### config.mk
export PLATFORM = sky130hd
export DESIGN_NAME = adder_tree_seq_ctrl
export DESIGN_NICKNAME = d
export VERILOG_FILES = /design/src/rtl/adder_tree_seq_ctrl.sv
export SDC_FILE = /design/constraint.sdc
export NUM_CORES = 1
export LEC_CHECK = 0
export ABC_AREA = 0
export CAP_MARGIN = 20
export CORE_MARGIN = 4
export CORE_UTILIZATION = 52
export DETAILED_ROUTE_END_ITERATION = 6
export GPL_ROUTABILITY_DRIVEN = 0
export PLACE_DENSITY = 0.93
export SLEW_MARGIN = 20
export SYNTH_ARGS = -nofsm -noshare
export SYNTH_HDL_FRONTEND = slang
export SYNTH_SLANG_ARGS = --single-unit
### constraint.sdc
create_clock -name clk -period 2.4 [get_ports clk]
set_input_delay 0.24 -clock clk [delete_from_list [all_inputs] [get_ports clk]]
set_output_delay 0.24 -clock clk [all_outputs]
set_load 0.01 [all_outputs]
### src/rtl/adder_tree_seq_ctrl.sv
`default_nettype none
// ============================================================================
// Module      : adder_tree_seq_ctrl
// Description : Lane-wise beat accumulator with valid/ready in/out handshakes.
// Revision    : 1.0
// ============================================================================
module adder_tree_seq_ctrl #(
    parameter int DIM_A     = 4,
    parameter int DIM_K     = 4,
    parameter int ACC_WIDTH = 16,
    parameter int CNT_W     = $clog2(DIM_K + 1)
) (
    input  logic                       clk,
    input  logic                       rst_n,
    input  logic                       in_valid,
    output logic                       in_ready,
    input  logic [DIM_A*ACC_WIDTH-1:0] in_prod,
    input  logic                       in_last,
    input  logic                       abort,
    output logic                       out_valid,
    input  logic                       out_ready,
    output logic [DIM_A*ACC_WIDTH-1:0] out_mult,
    output logic [CNT_W-1:0]           out_beats,
    output logic                       out_ovf,
    output logic                       busy
);

    localparam logic [1:0] C_IDLE = 2'd0;
    localparam logic [1:0] C_ACC  = 2'd1;
    localparam logic [1:0] C_OUT  = 2'd2;

    logic [1:0]           state_q, state_d;
    logic [CNT_W-1:0]     cnt_q, cnt_d;
    logic                 ovf_q, ovf_d;
    logic                 rdy_q, rdy_d;
    logic [ACC_WIDTH-1:0] acc_q [DIM_A];
    logic [ACC_WIDTH-1:0] acc_d [DIM_A];

    logic [ACC_WIDTH-1:0] w_lane  [DIM_A];
    logic [ACC_WIDTH:0]   w_sum   [DIM_A];
    logic [DIM_A-1:0]     w_carry;
    logic                 w_accept;

    generate
        for (genvar j = 0; j < DIM_A; j++) begin : g_lane
            assign w_lane[j]  = in_prod[j*ACC_WIDTH +: ACC_WIDTH];
            assign w_sum[j]   = {1'b0, acc_q[j]} + {1'b0, w_lane[j]};
            assign w_carry[j] = w_sum[j][ACC_WIDTH];
            assign out_mult[j*ACC_WIDTH +: ACC_WIDTH] = acc_q[j];
        end
    endgenerate

    // in_ready is a flop so it never depends combinationally on in_valid.
    assign w_accept  = in_valid && rdy_q;
    assign in_ready  = rdy_q;
    assign out_valid = (state_q == C_OUT);
    assign busy      = (state_q == C_ACC) || (state_q == C_OUT);
    assign out_beats = cnt_q;
    assign out_ovf   = ovf_q;

    always_comb begin
        state_d = state_q;
        cnt_d   = cnt_q;
        ovf_d   = ovf_q;
        acc_d   = acc_q;
        if (abort) begin
            state_d = C_IDLE;
            cnt_d   = '0;
            ovf_d   = 1'b0;
        end else begin
            case (state_q)
                C_IDLE: begin
                    if (w_accept) begin
                        acc_d   = w_lane;
                        cnt_d   = CNT_W'(1);
                        ovf_d   = 1'b0;
                        state_d = (in_last || (DIM_K == 1)) ? C_OUT : C_ACC;
                    end
                end
                C_ACC: begin
                    if (w_accept) begin
                        for (int j = 0; j < DIM_A; j++) begin
                            acc_d[j] = w_sum[j][ACC_WIDTH-1:0];
                        end
                        ovf_d = ovf_q | (|w_carry);
                        cnt_d = cnt_q + CNT_W'(1);
                        if (in_last || (cnt_q == CNT_W'(DIM_K - 1))) begin
                            state_d = C_OUT;
                        end
                    end
                end
                C_OUT: begin
                    if (out_ready) begin
                        state_d = C_IDLE;
                    end
                end
                default: state_d = C_IDLE;
            endcase
        end
        rdy_d = (state_d != C_OUT);
    end

    always_ff @(posedge clk) begin
        if (!rst_n) begin
            state_q <= C_IDLE;
            cnt_q   <= '0;
            ovf_q   <= 1'b0;
            rdy_q   <= 1'b0;
            for (int j = 0; j < DIM_A; j++) begin
                acc_q[j] <= '0;
            end
        end else begin
            state_q <= state_d;
            cnt_q   <= cnt_d;
            ovf_q   <= ovf_d;
            rdy_q   <= rdy_d;
            acc_q   <= acc_d;
        end
    end

endmodule
`default_nettype wire
### Yosys cells after proc, flatten, opt, wreduce, memory -nomap -nowiden

Index checks and enable logic that the tools add are counted.

| operators by class | value |
|---|---|
| eq/ne operators | 6 |
| mux-type cells | 16 |
| bitwise logic cells | 3 |
| add/subtract/negate cells | 5 |
| reductions and logical operators | 9 |

Operator list:

| cell | number |
|---|---|
| 64-bit 2-to-1 mux | 2 |
| 64-bit one-hot mux with 2 select lines | 1 |
| 16-bit by 16-bit adder with 17-bit output | 4 |
| 2-bit 2-to-1 mux | 6 |
| 3-bit 2-to-1 mux | 2 |
| 2-bit != test (second input constant) | 3 |
| 2-bit one-hot mux with 3 select lines | 1 |
| 3-bit one-hot mux with 2 select lines | 1 |
| 4-bit AND reduction | 1 |
| 4-bit OR reduction | 1 |
| 3-bit by 1-bit adder with 3-bit output (second input constant) | 1 |
| 3-bit by 2-bit == test with 1-bit output (second input constant) | 1 |
| 3-bit AND reduction | 1 |
| 2-bit by 1-bit == test with 1-bit output (second input constant) | 1 |
| 2-bit == test (second input constant) | 1 |
| 2-bit logical NOT | 1 |
| 1-bit logical OR | 2 |
| 1-bit 2-to-1 mux | 2 |
| 1-bit NOT | 2 |
| 1-bit one-hot mux with 2 select lines | 1 |
| 2-bit nonzero test | 1 |
| 2-bit OR reduction | 1 |
| 1-bit logical AND | 1 |
| 1-bit OR | 1 |

| word-level totals | value |
|---|---|
| input bits | 70 |
| flip-flop bits (word level) | 71 |
| logic and storage cells | 47 |

### Longest topological paths before layout

| depth | value |
|---|---|
| depth in word-level cells | 7 |
| mapped depth | 11 |
| depth with buffers taken out | 9 |

### Least setup slack after synthesis

Ideal clock, no wire load.

| timing path | value |
|---|---|
| path kind | reg2reg |
| from | register acc_q, in the netlist out_mult[16] |
| to | register acc_q, in the netlist out_mult[30] |
| buffers on the path | 0 |
| required time | 2,297 ps |
| stages on the path, launching flop included | 9 |
| data arrival time | 2,136 ps |
| setup slack | 161 ps |
| setup time | 103 ps |
| clock period less this slack | 2,239 ps |
| path through | dfxtp_1 > ha_1 > fa_1 > a21oi_1 > o211ai_2 > nor4bb_2 > o41ai_2 > xor2_1 > a2111oi_2 |

| on the way | value |
|---|---|
| longest elaborated chain between the ends | 3 |

Ends and longest elaborated chain:

| what | RTL line | RTL |
|---|---|---|
| start: declaration | 36 | `logic [ACC_WIDTH-1:0] acc_q [DIM_A];` |
| start signal: indexed assignment | 110 | `acc_q[j] <= '0;` |
| start signal: assignment | 117 | `acc_q <= acc_d;` |
| 16-bit by 16-bit adder with 17-bit output | 47 | `assign w_sum[j] = {1'b0, acc_q[j]} + {1'b0, w_lane[j]};` |
| 64-bit 2-to-1 mux | 81 | `if (w_accept) begin` |
| 64-bit one-hot mux with 2 select lines | 71 | `case (state_q)` |

Every way passes these cells. The select of a mux whose other input is x is not followed.
A chain may end at the register's enable or synchronous reset.

### Worst setup path in the final report

Same ends and word-level chain as after synthesis.

==> results.md <==
* Critical Path Start: out_mult[16]
* Synth Flop Type: dfxtp_1
* Final non-filler cell area at 8640 µm²
* Cell Area, Synth at just over 6000 µm²
* Synth cell types at 76
* Root buffer cell: clkbuf_16
* Sequential-to-total area share from yosys stat at 22.9%
* Area leader, netlist: dfxtp_1
* Reg2reg end: out_mult[30]
* Critical Path AT at 2.65 ns
* P per Cell Area at 432 nW/µm²
* Crit Path Class: register to register
* Die width at 117 µm
* Synth top area share at 22.9%
* Final Slew Violations at 0
* Via Count at 7113
* Initial antenna violation count at 0
* CP required at 2.63 ns
* Num rows at 39
* Detailed-route wire length per cell at 18.2 µm
* Worst Setup Slack, final at -0.0202 ns
* Filler cells at 825
* Crit Path Max Fanout at 3
* CTS max path bufs at 2
* Synth top area cells: dfxtp_1 (23%), ha_1 (14%), a21oi_1 (6.9%)
* Failing checks: negative setup slack
* CTS Hold Bufs at 0
* Clock Latency Late Sink at 0.34 ns
* DP Wirelength at 14800 µm
* Setup slack, reg-to-reg at -0.02 ns
* Multi-input logic area at 4640 µm²
* FF-to-FF path depth at 8
* Core ar. at 11600 µm²
* Die height at ~120 µm
* Clk sinks at 71
* Fin crit share at 101%
* Clk pin slew, worst setup/hold paths at approximately 0.060 ns
* Area Overhead vs Synth at 39.1%
* CP Capture Type: register
* Hold_sp: in_prod[16]
* Outcome: finished, violations left
* Synth Warn # at 0
* Synth Register Bits at 71
* CTS tree: built
* Worst-Margin Slew at approximately 0.57 ns
* Net Count, Synth at 922
* Setup TNS at -0.0202 ns
* DR vias/cell at 6.33
* Total Power at about 3700 µW
* Initial core utilization at 53.7%
* Worst setup path endpoint: out_mult[30]
* Number of setup violations in the final report at 1
* Clock Skew at 0.00846 ns
* ANT cells at 0
* Drt total wl at 20500 µm
* Setup WS pre-CTS at -0.361 ns
* Die area at 13800 µm²
* Reg-to-Reg Start: out_mult[16]
* Sequential standard cell area at 1420 µm²
* Rel. slew slack at between 60% and 70%
* Drt initial violations at 595
* Total GRT Usage at between 20% and 30%
* I/O Buffers at 140
* Placed cell area at 8290 µm²
* Worst ir drop on vdd at 0.296 mV
* Cell count after synthesis at 778
* Max-Cap Viols at 0
* Nets at roughly 1100
* Worst Setup Start Kind: register
* Fin util at 74.7%
* Number of CTS-inserted buffers at 9
* DR DRC count at 0
* Worst hold-check path type: input pin to register
* # IOs at between 100 and 150
* Vias in the first global route at 6847
* Drt pass-1 iters at 5
* Async S/R FF share, synth at 0%
* Syn Area/Cell at 7.98 µm²
* Share of cells above drive strength 1 at 12.8%
* RSZ-0062 raised after global routing: yes
* Remaining antenna violation count at 0
* Number of synthesized flops with an enable pin at 0
* Global route overflow at 0
* Max H-tree Level at 3
* Static Leak at 0.00354 µW
* Largest net degree at the start of global routing at 78
* Hold Vio Cnt, Final at 0
* First-pass GRT wire length at between 30000 and 40000 µm
* Final min period at 2.42 ns
* Peak Freq at 0.413 GHz
## cells in the mapped netlist, drive strengths merged, types with 12 or more instances
master	number
a21oi	86
dfxtp	71
ha	70
o21ai	69
nor2	60
nand2	55
a211oi	29
xnor2	26
clkbuf	24
nand3	21
a21o	19
mux2i	19
nor3	18
inv	17
and3	15
xor2	15
a31oi	14
o211ai	14
buf	12
## state kept, by name (all words and copies together), names as in the netlist
signal     cells
out_beats      3
out_ovf        1
state_q        2
out_mult      64
in_ready       1
## layout make-up
cell class / instances / share of cell area, %
Clock inverter: 1 / 0.0579
Multi-Input combinational cell: 653 / 53.8
Timing Repair Buffer: 223 / 23.9
Tap cell: 143 / 2.07
Sequential cell: 71 / 16.5
Clock buffer: 14 / 2.94
Inverter: 18 / 0.782
## power breakdown
part           total (µW)  leakage (µW)  switching [µW]  internal [µW]
registers            1280      0.000579            48.9           1230
clock network        1250      0.000127             522            723
logic                1210       0.00283             601            608
total                3740       0.00354            1170           2560
## metal layers
layer / GRT usage [%] / share of wire, % / vias up
met5: 0 / 0 / -
met4: 11.9 / 3.1 / 0
met3: 6.17 / 8.3 / 65
met2: 50.2 / 48 / 344
met1: 35.7 / 41 / 3361
li1: - / - / 3343
## repair_timing
item,CTS,global route
cloned,0,0
buffers inserted,1,2
pin swaps,2,10
resized for setup,1,13
setup endpoints to repair,1,6
## layout by cell type (no fill, tap or decap), types with 26 or more instances in the layout
master and instances:
ha_1 67, nand2_1 55, a21oi_1 84, dfxtp_1 70
o21ai_0 61, buf_4 80, nor2_1 59, xnor2_1 26
a211oi_1 29, clkdlybuf4s50_1 139
## critical path, stage by stage, from the launching register on
cell and delay (ns):
dfxtp_2 0.34, ha_4 0.17, fa_2 0.40, a21oi_2 0.19, o211ai_2 0.10, nor4bb_4 0.18, o41ai_2 0.36, xor2_1 0.15
a2111oi_2 0.41
## stage by stage
stage,std cells,hold WS [ns]
floorplan,778,0.401
global placement,1105,0.462
detailed placement,1105,0.470
CTS,1121,0.478
global route,1123,0.369
finish,1123,0.339
## logic make-up (layout without fill, tap and decap cells)
| family | Yosys count | count (layout) | share of synthesized area [%] |
|---|---|---|---|
| AOI/OAI and AO/OA | 301 | 301 | 31.8 |
| and+or+nand+nor | 215 | 215 | 17.1 |
| adders and majority gates | 74 | 74 | 15.4 |
| DFF | 71 | 71 | 22.9 |
| buffers and inverters | 54 | 256 | 3.47 |
| xor gates and xnor gates | 41 | 41 | 5.78 |
| muxes | 22 | 22 | 3.61 |
## worst min path at each step
stage	end	slack [ns]	cells after the start
2_1_floorplan	out_mult[6]	0.40	2
3_3_place_gp	out_mult[34]	0.46	2
6_report	out_mult[16]	0.34	3
4_1_cts	out_mult[34]	0.48	2
5_1_grt	out_mult[16]	0.37	3
3_5_place_dp	out_mult[18]	0.47	2
No activity file was read; power rests on OpenSTA's default activity.
